===== config.mk =====
export PLATFORM = sky130hd
export DESIGN_NAME = channel_bit_error_injector_flat
export DESIGN_NICKNAME = d
export VERILOG_FILES = /design/src/rtl/channel_bit_error_injector_if.sv /design/src/rtl/channel_bit_error_injector.sv /design/src/flat_wrapper.sv
export SDC_FILE = /design/constraint.sdc
export NUM_CORES = 1
export LEC_CHECK = 0
export CELL_PAD_IN_SITES_DETAIL_PLACEMENT = 1
export CELL_PAD_IN_SITES_GLOBAL_PLACEMENT = 2
export CORE_MARGIN = 8
export CORE_UTILIZATION = 29
export CTS_CLUSTER_SIZE = 24
export DETAILED_ROUTE_END_ITERATION = 7
export PLACE_DENSITY_LB_ADDON = 0.1
export SETUP_SLACK_MARGIN = 0.05
export SLEW_MARGIN = 40
export SYNTH_ARGS = -nofsm -noshare
export SYNTH_HDL_FRONTEND = slang
export SYNTH_SLANG_ARGS = --single-unit

===== constraint.sdc =====
create_clock -name clk -period 2.15 [get_ports clk]
set_input_delay 0.43 -clock clk [delete_from_list [all_inputs] [get_ports clk]]
set_output_delay 0.43 -clock clk [all_outputs]
set_load 0.005 [all_outputs]

===== src/rtl/channel_bit_error_injector_if.sv =====
// Word-stream handshake bundle for the bit error injector.
// Upstream word in, corrupted word plus flip mask out.
interface channel_bit_error_injector_if #(
  parameter int DATA_W = 8
);
  logic [DATA_W-1:0] in_data;
  logic              in_valid;
  logic              in_ready;
  logic [DATA_W-1:0] out_data;
  logic [DATA_W-1:0] out_err_mask;
  logic              out_valid;
  logic              out_ready;

  modport master (
    output in_data,
    output in_valid,
    output out_ready,
    input  in_ready,
    input  out_data,
    input  out_err_mask,
    input  out_valid
  );

  modport slave (
    input  in_data,
    input  in_valid,
    input  out_ready,
    output in_ready,
    output out_data,
    output out_err_mask,
    output out_valid
  );
endinterface


===== src/rtl/channel_bit_error_injector.sv =====
// Bit-serial channel error injector driven by the channel state machine.
// One bit per cycle is flipped when the LFSR byte falls under err_prob.
module channel_bit_error_injector #(
  parameter int          DATA_W = 8,
  parameter int          CNT_W  = 16,
  parameter logic [15:0] SEED   = 16'hACE1
) (
  input  logic                 clk,
  input  logic                 reset,
  input  logic                 enable,
  input  logic [7:0]           err_prob,
  channel_bit_error_injector_if.slave bus,
  output logic [6:0]           rand_state,
  output logic                 state_adv,
  output logic [CNT_W-1:0]     err_count
);

  localparam int IW = $clog2(DATA_W);
  localparam logic [15:0] SEED_INIT =
    (SEED == 16'h0000) ? 16'h0001 : SEED;

  typedef enum logic [1:0] {
    IDLE,
    CORRUPT,
    HOLD
  } state_t;

  state_t state_q;
  state_t state_d;

  logic [15:0]       lfsr;
  logic [DATA_W-1:0] shreg;
  logic [DATA_W-1:0] mask;
  logic [IW-1:0]     idx;

  logic              accept;
  logic              last;
  logic              flip;
  logic              fb;
  logic [DATA_W-1:0] bit_vec;

  assign accept = bus.in_valid & bus.in_ready;
  assign last   = (idx == IW'(DATA_W - 1));
  assign fb     = lfsr[15] ^ lfsr[13] ^ lfsr[12] ^ lfsr[10];

  always_comb begin
    flip    = enable & ((err_prob == 8'hFF) | (lfsr[7:0] < err_prob));
    bit_vec = '0;
    if (flip) bit_vec = DATA_W'(1) << idx;
  end

  always_ff @(posedge clk or negedge reset) begin
    if (!reset) state_q <= IDLE;
    else        state_q <= state_d;
  end

  always_comb begin
    state_d = state_q;
    unique case (state_q)
      IDLE:    if (accept) state_d = CORRUPT;
      CORRUPT: if (last) state_d = HOLD;
      HOLD:    if (bus.out_ready) state_d = IDLE;
      default: state_d = IDLE;
    endcase
  end

  always_comb begin
    bus.in_ready  = (state_q == IDLE);
    bus.out_valid = (state_q == HOLD);
    state_adv     = (state_q == CORRUPT);
  end

  always_ff @(posedge clk or negedge reset) begin
    if (!reset) begin
      lfsr             <= SEED_INIT;
      shreg            <= '0;
      mask             <= '0;
      idx              <= '0;
      bus.out_data     <= '0;
      bus.out_err_mask <= '0;
      err_count        <= '0;
      rand_state       <= SEED[14:8];
    end else begin
      unique case (1'b1)
        accept: begin
          shreg <= bus.in_data;
          mask  <= '0;
          idx   <= '0;
        end
        state_adv: begin
          shreg      <= shreg ^ bit_vec;
          mask       <= mask | bit_vec;
          idx        <= idx + IW'(1);
          lfsr       <= {lfsr[14:0], fb};
          rand_state <= lfsr[14:8];
          if (flip && (err_count != {CNT_W{1'b1}}))
            err_count <= err_count + CNT_W'(1);
          // Final bit folds straight into the output registers.
          if (last) begin
            bus.out_data     <= shreg ^ bit_vec;
            bus.out_err_mask <= mask | bit_vec;
          end
        end
        default: ;
      endcase
    end
  end

endmodule


===== src/flat_wrapper.sv =====
// flat-port wrapper written by rule: the top's interface ports become plain ports
module channel_bit_error_injector_flat 
#(
  parameter int          DATA_W = 8,
  parameter int          CNT_W  = 16,
  parameter logic [15:0] SEED   = 16'hACE1
)
  (clk, reset, enable, err_prob, rand_state, state_adv, err_count, bus_in_data, bus_in_valid, bus_out_ready, bus_in_ready, bus_out_data, bus_out_err_mask, bus_out_valid);
  channel_bit_error_injector_if #(.DATA_W(DATA_W)) bus_i ();
  input  logic clk;
  input  logic reset;
  input  logic enable;
  input  logic [7:0] err_prob;
  output logic [6:0] rand_state;
  output logic state_adv;
  output logic [CNT_W-1:0] err_count;
  input wire logic [$bits(bus_i.in_data)-1:0] bus_in_data;
  input wire logic [$bits(bus_i.in_valid)-1:0] bus_in_valid;
  input wire logic [$bits(bus_i.out_ready)-1:0] bus_out_ready;
  output wire logic [$bits(bus_i.in_ready)-1:0] bus_in_ready;
  output wire logic [$bits(bus_i.out_data)-1:0] bus_out_data;
  output wire logic [$bits(bus_i.out_err_mask)-1:0] bus_out_err_mask;
  output wire logic [$bits(bus_i.out_valid)-1:0] bus_out_valid;
  assign bus_i.in_data = bus_in_data;
  assign bus_i.in_valid = bus_in_valid;
  assign bus_i.out_ready = bus_out_ready;
  assign bus_in_ready = bus_i.in_ready;
  assign bus_out_data = bus_i.out_data;
  assign bus_out_err_mask = bus_i.out_err_mask;
  assign bus_out_valid = bus_i.out_valid;
  channel_bit_error_injector #(.DATA_W(DATA_W), .CNT_W(CNT_W), .SEED(SEED)) u_core (.clk(clk), .reset(reset), .enable(enable), .err_prob(err_prob), .bus(bus_i), .rand_state(rand_state), .state_adv(state_adv), .err_count(err_count));
endmodule

Yosys cells after proc, flatten, opt, wreduce, memory -nomap -nowiden --
Cells that the tools add are included.
Storage, ports and cells: word-level logic and storage cells 43, output and inout bits 42, input port bits 21, flip-flop bits (word level) 76
Cells by class: add/subtract/negate cells 2, eq/ne operators 8, muxes and demuxes 8, shifts and indexed selects 1, order comparisons 1, reductions and logical operators 6, bitwise operators 8
Operators with widths (count):
- $pmux W8 S2 | 2
- $add A16 B1 Y16 const B | 1
- $ne A16 B16 Y1 const B | 1
- $eq A8 B8 Y1 const B | 1
- $lt A8 B8 Y1 | 1
- $mux W8 | 1
- $or A8 B8 Y8 | 1
- $shl A1 B3 Y8 const A | 1
- $xor A8 B8 Y8 | 1
- $mux W2 | 3
- $pmux W2 S3 | 1
- $pmux W3 S2 | 1
- $ne A2 B2 Y1 const B | 2
- $reduce_and A2 Y1 | 2
- $add A3 B1 Y3 const B | 1
- $eq A3 B3 Y1 const B | 1
- $reduce_and A3 Y1 | 1
- $xor A1 B1 Y1 | 3
- $and A1 B1 Y1 | 2
- $eq A2 B1 Y1 const B | 1
- $eq A2 B2 Y1 const B | 1
- $logic_not A2 Y1 | 1
- $ne A2 B1 Y1 const B | 1
- $reduce_bool A2 Y1 | 1
- other kinds (2) | 2

Depth between registers and ports, before layout --
Gate-level depths: netlist (run 1).
word-level depth 6, mapped depth 9

Least setup slack after synthesis (run 1) --
OpenSTA, ideal clock, no wires.
path type flip-flop to flip-flop, from register u_core.lfsr[5], to register u_core.err_count[12], required time 2026 ps, slack -163 ps, setup time 124 ps, cell stages (with the launch flop) 9, arrival 2189 ps, cells stage by stage dfstp_2 > ha_1 > a211oi_1 > o211a_1 > o31ai_2 > and2_1 > buf_6 > or4_1 > xnor2_1
Between the ends: longest elaborated chain between the ends 5
RTL lines:
- start: declaration | line channel_bit_error_injector.sv:31 | logic [15:0] lfsr;
- start signal: assignment | line channel_bit_error_injector.sv:94 | lfsr <= {lfsr[14:0], fb};
- $lt A8 B8 Y1 | line channel_bit_error_injector.sv:47 | flip = enable & ((err_prob == 8'hFF) | (lfsr[7:0] < err_prob));
- $or A1 B1 Y1 | line channel_bit_error_injector.sv:47
- $and A1 B1 Y1 | line channel_bit_error_injector.sv:47
- $logic_and A1 B1 Y1 | line channel_bit_error_injector.sv:96 | if (flip && (err_count != {CNT_W{1'b1}}))
- $reduce_and A2 Y1 (no source line)
- end signal: assignment | line channel_bit_error_injector.sv:97 | err_count <= err_count + CNT_W'(1);
- end: declaration | line channel_bit_error_injector.sv:15 | output logic [CNT_W-1:0] err_count
Every way passes these cells. A chain may end at the register's enable or synchronous reset.

Worst setup path in the final report (run 1) --
from register u_core.lfsr[5], to register u_core.err_count[3]
Same word-level chain as after synthesis.

==> results.yml, run 1 <==
status:
  status: "complete, no violations"
synthesis:
  synth_area_leaders: "dfrtp_1 (45%), nand2_1 (9.8%), dfstp_2 (7.4%)"
  synth_edf_count: 0
  yosys_warnings: 0
  ys_types: 40
  ys_seq_area_share_pct: 52.9
  synthArstFlopShare_pct: 100
  netlist.area_leader.share_pct: 45.4
  synthMuxAreaShare_pct: 0.319
  synth-xor-area-share_pct: 6.46
  synth_top_family_by_area: "simple AND/OR/NAND/NOR gates"
  avgSynthCellArea_um2: 9.77
  synth-main-ff-cell: "dfrtp_1"
  synthSimpleGateAreaFrac_pct: 20.1
  synth_compound_area_share_pct: 11.6
  syn-num-nets: 396
  synthCells: 361
  synth_top_area_cell: "dfrtp_1"
  synth_fa_ha_area_share_pct: 4.97
  synth-seq-cells: 74
  synth_area_mm2: 0.00353
grt:
  antenna_found_initial: 0
  grt_usage_pct: 12.8
  grt_pass1_vias: 3176
  met1_usage_pct: 15.4
  gr-total-overflow: 0
  top_usage_layer: "met2"
  grt_use_met3_pct: 3.88
  grt_pass1_wl_um: 16400
  grt_max_degree: 36
  use_met2_pct: 20.7
sta:
  min_period_over_period_pct: 97.7
  worst_slack_ns: 0.0500
  setup_viol: 0
  worst_pin_slew_ns: 0.475
  hold_viol_final: 0
  period_minus_slack_ns: 2.10
  max_freq_mhz: 476
  maxSlewViolCount: 0
  rsz0062_at_grt: "yes"
  skew_ns: 0.00459
  max-slew-margin-rel_pct: 68.3
  holdWs_ns: 0.0426
clocking:
  cts_made_buffers: 9
  htreeDepth: 3
  clk_path_buf_depth: 2
  clkSlewWorstSetupHoldPaths_ns: 0.06
  clock_latency_ns: 0.34
  clockRootBuffer: "clkbuf_16"
  cts_tree: "done"
  cts.sinks: 74
floorplanning:
  fp.dieH_um: 126
  coreArea_mm2: 0.0120
  die_area_mm2: 0.0159
  fp.dieW_um: 126
  io_pins: 63
  initial_utilization_pct: 29.5
  row_count: 40
final_layout:
  seq_area_mm2: 0.00186
  antenna_cells: 0
  mostFrequentLayoutCell: "nand2_1"
  post-route-util_pct: 41.7
  layout_common_cells: "nand2_1 (91), dfrtp_1 (64), clkdlybuf4s50_1 (54), buf_4 (26), xnor2_1 (18)"
  final_nets: 483
  area_growth_pct: 41.5
  final_area_mm2: 0.00499
  multiInputGateArea_mm2: 0.00172
  drive_gt1_share_pct: 20.3
  fill_cells: 1349
detailed_routing:
  drcViolationCount: 0
  wl_per_cell_um: 15.7
  route.antenna.remaining_nets: 0
  drt-initial-drc-count: 121
  vias: 2881
  via_per_inst: 4.80
  drt_first_pass_iters: 4
  routed_wl_um: 9440
pwr:
  total_power_mw: 5.63
  p_switching_mw: 1.86
  swShare_pct: 33.0
  pwr-share-comb_pct: 36.4
  max-vdd-ir-drop_mv: 0.537
  clockPowerShare_pct: 25.4
  power_frac_seq_pct: 38.2
  p_int_mw: 3.77
  powerDensity_mw_per_mm2: 1130
  p_leak_nw: 2.19
placement:
  place_ws_ns: -0.500
  portBuffers: 62
  gp_routability_congestion: 0.730
  dp_hpwl_um: 6930
  dpl_cell_area_mm2: 0.00453
critical_path:
  cp-start-kind: "flip-flop"
  critical_path_class: "flip-flop to flip-flop"
  critical_path_arrival_ns: 2.32
  ff2ff_setup_slack_ns: 0.05
  cp_max_fo: 7
  cp.required_ns: 2.37
  endpoint_kind: "flip-flop"
worst_hold_path:
  hp-class: "primary input to async pin"
job:
  maxCapViolCount: 0
## power by group through the flow
stage,combinational [mW],sequential (mW),clock [mW]
2_1_floorplan,1.03,2.09,0
3_3_place_gp,1.93,2.14,0
3_5_place_dp,1.97,2.16,0
4_1_cts,2.04,2.15,1.49
5_1_grt,2.32,2.23,1.55
6_report,2.05,2.15,1.43
## final timing paths
path,start,to,depth (start not counted)
max in group asynchronous,reset,u_core.err_count[13],2
min in group clk,u_core.rand_state[5],u_core.rand_state[5],2
worst min register to register,u_core.rand_state[5],u_core.rand_state[5],2
worst min-delay path,reset,u_core.bus.out_err_mask[5],1
worst max-delay path,u_core.lfsr[5],u_core.err_count[3],7
worst max register to register,u_core.lfsr[5],u_core.err_count[3],7
## metal layers
| layer | vias to the layer above | part of all wire (%) |
|---|---|---|
| li1 | 1392 | - |
| met1 | 1438 | 44 |
| met2 | 39 | 49 |
| met3 | 12 | 4.7 |
| met4 | 0 | 1.8 |
| met5 | - | 0 |
## stage by stage
step | std cells | TNS [ns]
after floorplan | 361 | 0
after detailed placement | 581 | -17.50
after global placement | 581 | -16.02
final | 600 | 0
after global routing | 600 | -0.0222
after CTS | 600 | -0.0357
## area by class of cell
class	instances	area share, %
tap	147	3.69
clock inverter	2	0.201
timing repair buffer	93	17.7
inverter	14	1.15
multi-input combinational	256	34.4
sequential	74	37.4
clock buffer	14	5.49
## cells in the mapped netlist (10+ instances only)
| library cell | count |
|---|---|
| a21oi_1 | 10 |
| clkbuf_1 | 13 |
| dfrtp_1 | 64 |
| dfstp_2 | 10 |
| ha_1 | 14 |
| inv_1 | 13 |
| nand2_1 | 92 |
| nand3_1 | 11 |
| nor2_1 | 17 |
| nor2b_1 | 11 |
| o21ai_0 | 21 |
| xnor2_1 | 22 |
## registers in the layout (all words and copies together) (netlist names)
| signal | flops |
|---|---|
| u_core.bus.out_data | 8 |
| u_core.err_count | 16 |
| u_core.shreg | 8 |
| u_core.mask | 8 |
| u_core.idx | 3 |
| u_core.rand_state | 5 |
| u_core.state_q | 2 |
| u_core.lfsr | 16 |
| u_core.bus.out_err_mask | 8 |
## logic make-up (layout without fill, tap and decap cells)
logic type | count (synthesis) | count (layout)
XOR/XNOR | 26 | 26
AND/OR/NAND/NOR | 156 | 156
multiplexers | 1 | 1
AO/OA/AOI/OAI | 59 | 59
flip-flops | 74 | 74
adder cells (fa/ha/maj) | 14 | 14
buffers and inverters | 31 | 123
## critical path, cell delays in order (launching register included)
cell and delay (ns):
dfstp_2 0.55, ha_4 0.20, a211oi_2 0.19, o211a_1 0.21, o31ai_4 0.10, and2_4 0.18
or4_4 0.42, xnor2_1 0.14
## repair_timing
| action | in CTS | in global routing |
|---|---|---|
| gates cloned | 0 | 0 |
| hold buffers | 0 | 0 |
| setup buffers | 3 | 0 |
| endpoints found under the setup margin | 38 | 38 |
| pin swaps | 10 | 7 |
| resized for setup | 33 | 19 |
(Power assumes the default switching activity.)
==> run 2, diff against run 1 <==
- CORE_ASPECT_RATIO: not set -> 0.9
==> run 2 against run 1 <==
  * Cell count rose by 3.2%
  * Register-to-register slack barely moved
  * Count of clock-buffer cells in the layout grew 2
  * Clock power barely moved
  * Critical path depth did not move
  * First-iteration DRC count shrank 4.1%
  * Routed wire length up 1.9%
  * Power rose by 0.11%
  * Non-clock buffer count increased by 6
  * Clock skew grew 0.00053 ns
  * Largest cell class unchanged
  * Critical path type unchanged
  * Sequential share of layout area about the same
  * Sequential cell count unchanged
==> results.yml, run 2 (same netlist as run 1, synthesis figures left out) <==
floorplanning:
  coreArea_mm2: 0.0120
  fp.dieH_um: 121
  die_area_mm2: 0.0160
  io_pins: 63
  initial_utilization_pct: 29.4
  row_count: 38
  fp.dieW_um: 132
grt:
  grt_max_degree: 36
  grt_usage_pct: 12.6
  gr-total-overflow: 0
  grt_pass1_vias: 3161
  antenna_found_initial: 0
  grt_pass1_wl_um: 16200
placement:
  gp_routability_congestion: 0.754
  dp_hpwl_um: 6870
  portBuffers: 62
  place_ws_ns: -0.552
  place_inst: 597
detailed_routing:
  routed_wl_um: 9620
  wl_per_cell_um: 15.5
  route.antenna.remaining_nets: 0
  drcViolationCount: 0
  drt-initial-drc-count: 116
  drt_first_pass_iters: 4
  vias: 2848
  via_per_inst: 4.60
sta:
  rsz0062_at_grt: "yes"
  setup_viol: 0
  min_period_over_period_pct: 97.7
  tns_ns: 0
  maxSlewViolCount: 0
  worst_pin_slew_ns: 0.501
  max_freq_mhz: 476
  period_minus_slack_ns: 2.10
  skew_ns: 0.00512
  hold_viol_final: 0
  max-slew-margin-rel_pct: 66.6
  worst_slack_ns: 0.0504
final_layout:
  reg_top3: "u_core.err_count: 16 flops, u_core.lfsr: 16 flops"
  area_growth_pct: 41.5
  post-route-util_pct: 41.7
  layout_common_cells: "nand2_1 (92), dfrtp_1 (64), clkdlybuf4s50_1 (54), buf_4 (35)"
  drive_gt1_share_pct: 20.0
  antenna_cells: 0
  finalNonFillerCells: 619
  mostFrequentLayoutCell: "nand2_1"
  final_nets: 489
clocking:
  cts.hold.buffers_added: 0
  htreeDepth: 3
  cts.sinks: 74
  cts_made_buffers: 9
  cts_tree: "done"
  clock_latency_ns: 0.33
  clkSlewWorstSetupHoldPaths_ns: 0.06
  clk_path_buf_depth: 2
  clockRootBuffer: "clkbuf_16"
pwr:
  max-vdd-ir-drop_mv: 0.477
  total_power_mw: 5.64
  p_leak_nw: 2.20
  powerDensity_mw_per_mm2: 1130
critical_path:
  endpoint_kind: "flip-flop"
  crit_chain: "ha_4 -> a211oi_2 -> o211a_1 -> o31ai_4 -> and2_4 -> or4_4 -> xnor2_2"
  critical_path_arrival_ns: 2.32
  cp_max_fo: 6
  critical_path_class: "flip-flop to flip-flop"
  cp.required_ns: 2.37
  slowest_stage: "dfstp_2"
  slowest_delay_ns: 0.55
  cp-start-kind: "flip-flop"
status:
  status: "complete, no violations"
worst_hold_path:
  hp-class: "primary input to async pin"
job:
  maxCapViolCount: 0
## run 2: final cells by class
class                           instances  area, um^2
Multi-Input combinational cell        256        1680
Inverter                               14        55.1
Clock buffer                           16         272
Fill cell                            1392        6990
Timing Repair Buffer                   99         916
Sequential cell                        74        1860
Tap cell                              160         200
## run 2: repair_timing
action                                 CTS  global route
setup endpoints to repair               43            40
endpoints found under the hold margin    0             0
gates resized for setup                 19            23
setup buffers                            1             5
pin swaps                               12             4
## run 2: power by group
group | internal [mW] | switching (mW) | leakage (nW) | total (mW)
Clock | 0.848 | 0.549 | 0.131 | 1.40
Sequential | 1.81 | 0.335 | 0.908 | 2.14
Combinational | 1.12 | 0.982 | 1.16 | 2.10
Total | 3.77 | 1.87 | 2.20 | 5.64
## run 2: per-stage QoR
stage	instance area, um^2	hold slack (ns)
floorplan	3570	0.134
CTS	4880	0.0820
detailed placement	4570	0.442
global route	4990	0.0783
finish	4990	0.0571
global placement	4570	0.428
## run 2: per-layer routing
| layer | GRT usage [%] | up-vias | routed length (um) |
|---|---|---|---|
| li1 | - | 1408 | - |
| met1 | 14.8 | 1396 | 4420 |
| met2 | 21.2 | 39 | 4700 |
| met3 | 4.56 | 5 | 413 |
| met4 | 3.54 | 0 | 83 |
| met5 | 0 | - | 0 |
## run 2: worst paths after layout
kind                                 startpoint                      to  slack [ns]  depth (start not counted)
setup / recovery                 u_core.lfsr[5]     u_core.err_count[3]        0.05                          7
hold / removal                            reset  u_core.bus.out_data[6]        0.06                          1
setup reg to reg                 u_core.lfsr[5]     u_core.err_count[3]        0.05                          7
hold reg to reg            u_core.rand_state[3]    u_core.rand_state[3]        0.46                          2
max in group asynchronous                 reset           u_core.idx[2]        1.52                          2
min in group clk           u_core.rand_state[3]    u_core.rand_state[3]        0.46                          2
## run 2: critical path: cells and delay by family, from the launching register on
family | cells | cell delay, ns
simple gates | 2 | 0.63
fa+ha+maj | 1 | 0.20
xor+xnor | 1 | 0.14
flops | 1 | 0.55
compound gates | 3 | 0.47
==> run 3, diff against run 2 <==
- PLACE_DENSITY: not set -> 0.87
- PLACE_DENSITY_LB_ADDON: 0.1 -> not set
==> run 3 against run 2 <==
  * The run now ends with negative setup slack left
  * Final area is 1.3% lower
  * Fmax shrank 2.4%
  * First-iteration DRC count down 21%
  * Critical path depth unchanged
  * Global-route usage is 0.13 points lower
  * Routed wire length shrank 2.5%
  * Count of clock-buffer cells in the layout is 4 lower
  * Worst hold slack got worse by 0.027 ns
  * Die area unchanged
==> results.yml, run 3 (same netlist as run 1, synthesis figures left out) <==
floorplanning:
  initial_utilization_pct: 29.4
  coreArea_mm2: 0.0120
  die_area_mm2: 0.0160
  row_count: 38
  fp.dieH_um: 121
  io_pins: 63
  fp.dieW_um: 132
placement:
  gp_routability_congestion: 0.743
  place_ws_ns: -0.614
  place_inst: 594
  dp_hpwl_um: 6950
  portBuffers: 62
pwr:
  powerDensity_mw_per_mm2: 1110
  max-vdd-ir-drop_mv: 0.613
  total_power_mw: 5.48
  p_leak_nw: 2.16
status:
  status: "finished, violations left"
  violations: "negative setup slack"
final_layout:
  area_growth_pct: 39.6
  reg_top3: "u_core.err_count: 16 flops, u_core.lfsr: 16 flops"
  fill_cells: 1384
  antenna_cells: 0
  mostFrequentLayoutCell: "nand2_1"
  final_nets: 482
  finalNonFillerCells: 612
  drive_gt1_share_pct: 18.8
  layout_common_cells: "nand2_1 (91), dfrtp_1 (64), clkdlybuf4s50_1 (54), buf_4 (27), xnor2_1 (19)"
  post-route-util_pct: 41.1
clocking:
  cts.sinks: 74
  cts_made_buffers: 9
  clockRootBuffer: "clkbuf_16"
  clk_path_buf_depth: 2
  clock_latency_ns: 0.33
  htreeDepth: 3
  clkSlewWorstSetupHoldPaths_ns: 0.05
  cts_tree: "done"
critical_path:
  critical_path_class: "flip-flop to flip-flop"
  endpoint_kind: "flip-flop"
  cp.required_ns: 2.36
  critical_path_arrival_ns: 2.36
  timing.rr.end: "u_core.err_count[3]"
  crit_start: "u_core.lfsr[5]"
  cp_max_fo: 7
  cp-start-kind: "flip-flop"
  r2r-start: "u_core.lfsr[5]"
  ff2ff_setup_slack_ns: -0.002
  r2r_cells: 7
  critPathCapture: "u_core.err_count[3]"
sta:
  worst_slack_ns: -0.00191
  worst_pin_slew_ns: 0.534
  maxSlewViolCount: 0
  min_period_over_period_pct: 100
  max_freq_mhz: 465
  period_minus_slack_ns: 2.15
  setup_viol: 1
  holdWs_ns: 0.0300
  max-slew-margin-rel_pct: 64.1
  rsz0062_at_grt: "yes"
  skew_ns: 0.00547
  hold_viol_final: 0
detailed_routing:
  wl_per_cell_um: 15.3
  via_per_inst: 4.67
  route.antenna.remaining_nets: 0
  drcViolationCount: 0
  drt-initial-drc-count: 92
  drt_first_pass_iters: 4
  vias: 2857
  routed_wl_um: 9380
grt:
  antenna_found_initial: 0
  grt_usage_pct: 12.4
  gr-total-overflow: 0
  grt_max_degree: 46
  grt_pass1_vias: 3224
  grt_pass1_wl_um: 16300
worst_hold_path:
  hp-class: "primary input to async pin"
job:
  maxCapViolCount: 0
## run 3: cell count changes in the layout (fill, tap and decap cells not counted), sizes merged
cell | before | now
buf | 38 | 31
clkbuf | 16 | 12
clkinv | 0 | 5
inv | 14 | 13
## run 3: through the flow
stage	setup TNS, ns	cell area [um^2]
floorplan	0	3570
finish	-0.00191	4920
CTS	-0.0665	4860
detailed placement	-19.17	4540
global placement	-15.32	4540
global route	-0.0616	4920
## run 3: how the worst min path moves through the flow
| stage | from | end | slack (ns) | cells after the start |
|---|---|---|---|---|
| 2_1_floorplan | reset | u_core.bus.out_data[0] | 0.13 | 0 |
| 3_3_place_gp | reset | u_core.lfsr[12] | 0.39 | 1 |
| 3_5_place_dp | reset | u_core.lfsr[12] | 0.39 | 1 |
| 4_1_cts | reset | u_core.lfsr[12] | 0.04 | 1 |
| 5_1_grt | reset | u_core.lfsr[12] | 0.06 | 1 |
| 6_report | reset | u_core.lfsr[12] | 0.03 | 1 |
## run 3: critical path, stage by stage, from the launching register on
cell and delay (ns):
dfstp_2 0.55, ha_4 0.21, a211oi_2 0.18, o211a_1 0.22, o31ai_4 0.10, and2_4 0.19, or4_4 0.43, xnor2_2 0.15
## run 3: final cells by class
type	instances	area [um^2]	area share, %
flip-flops and latches	74	1860	37.9
multi-input cells	256	1680	34.2
repair buffers	92	858	17.4
clock buffers	12	246	5.01
well taps	160	200	4.07
inverters	14	52.6	1.07
clock inverters	4	20.0	0.407
## run 3: timing repair
| item | in CTS | in global routing |
|---|---|---|
| gates resized for setup | 26 | 16 |
| setup buffers | 0 | 2 |
| hold buffers | 0 | 0 |
| endpoints found under the setup margin | 46 | 21 |
| pin swaps | 7 | 7 |
## run 3: power breakdown
group / internal (mW) / switching [mW]
clock: 0.804 / 0.539
combinational: 1.05 / 0.925
sequential: 1.81 / 0.354
## run 3: layer usage
metal / track usage, % / up-vias / share of wire, %
li1: - / 1390 / -
met1: 15.2 / 1405 / 45
met2: 20.9 / 52 / 49
met3: 3.90 / 10 / 4.5
met4: 3.19 / 0 / 1.1
met5: 0 / - / 0
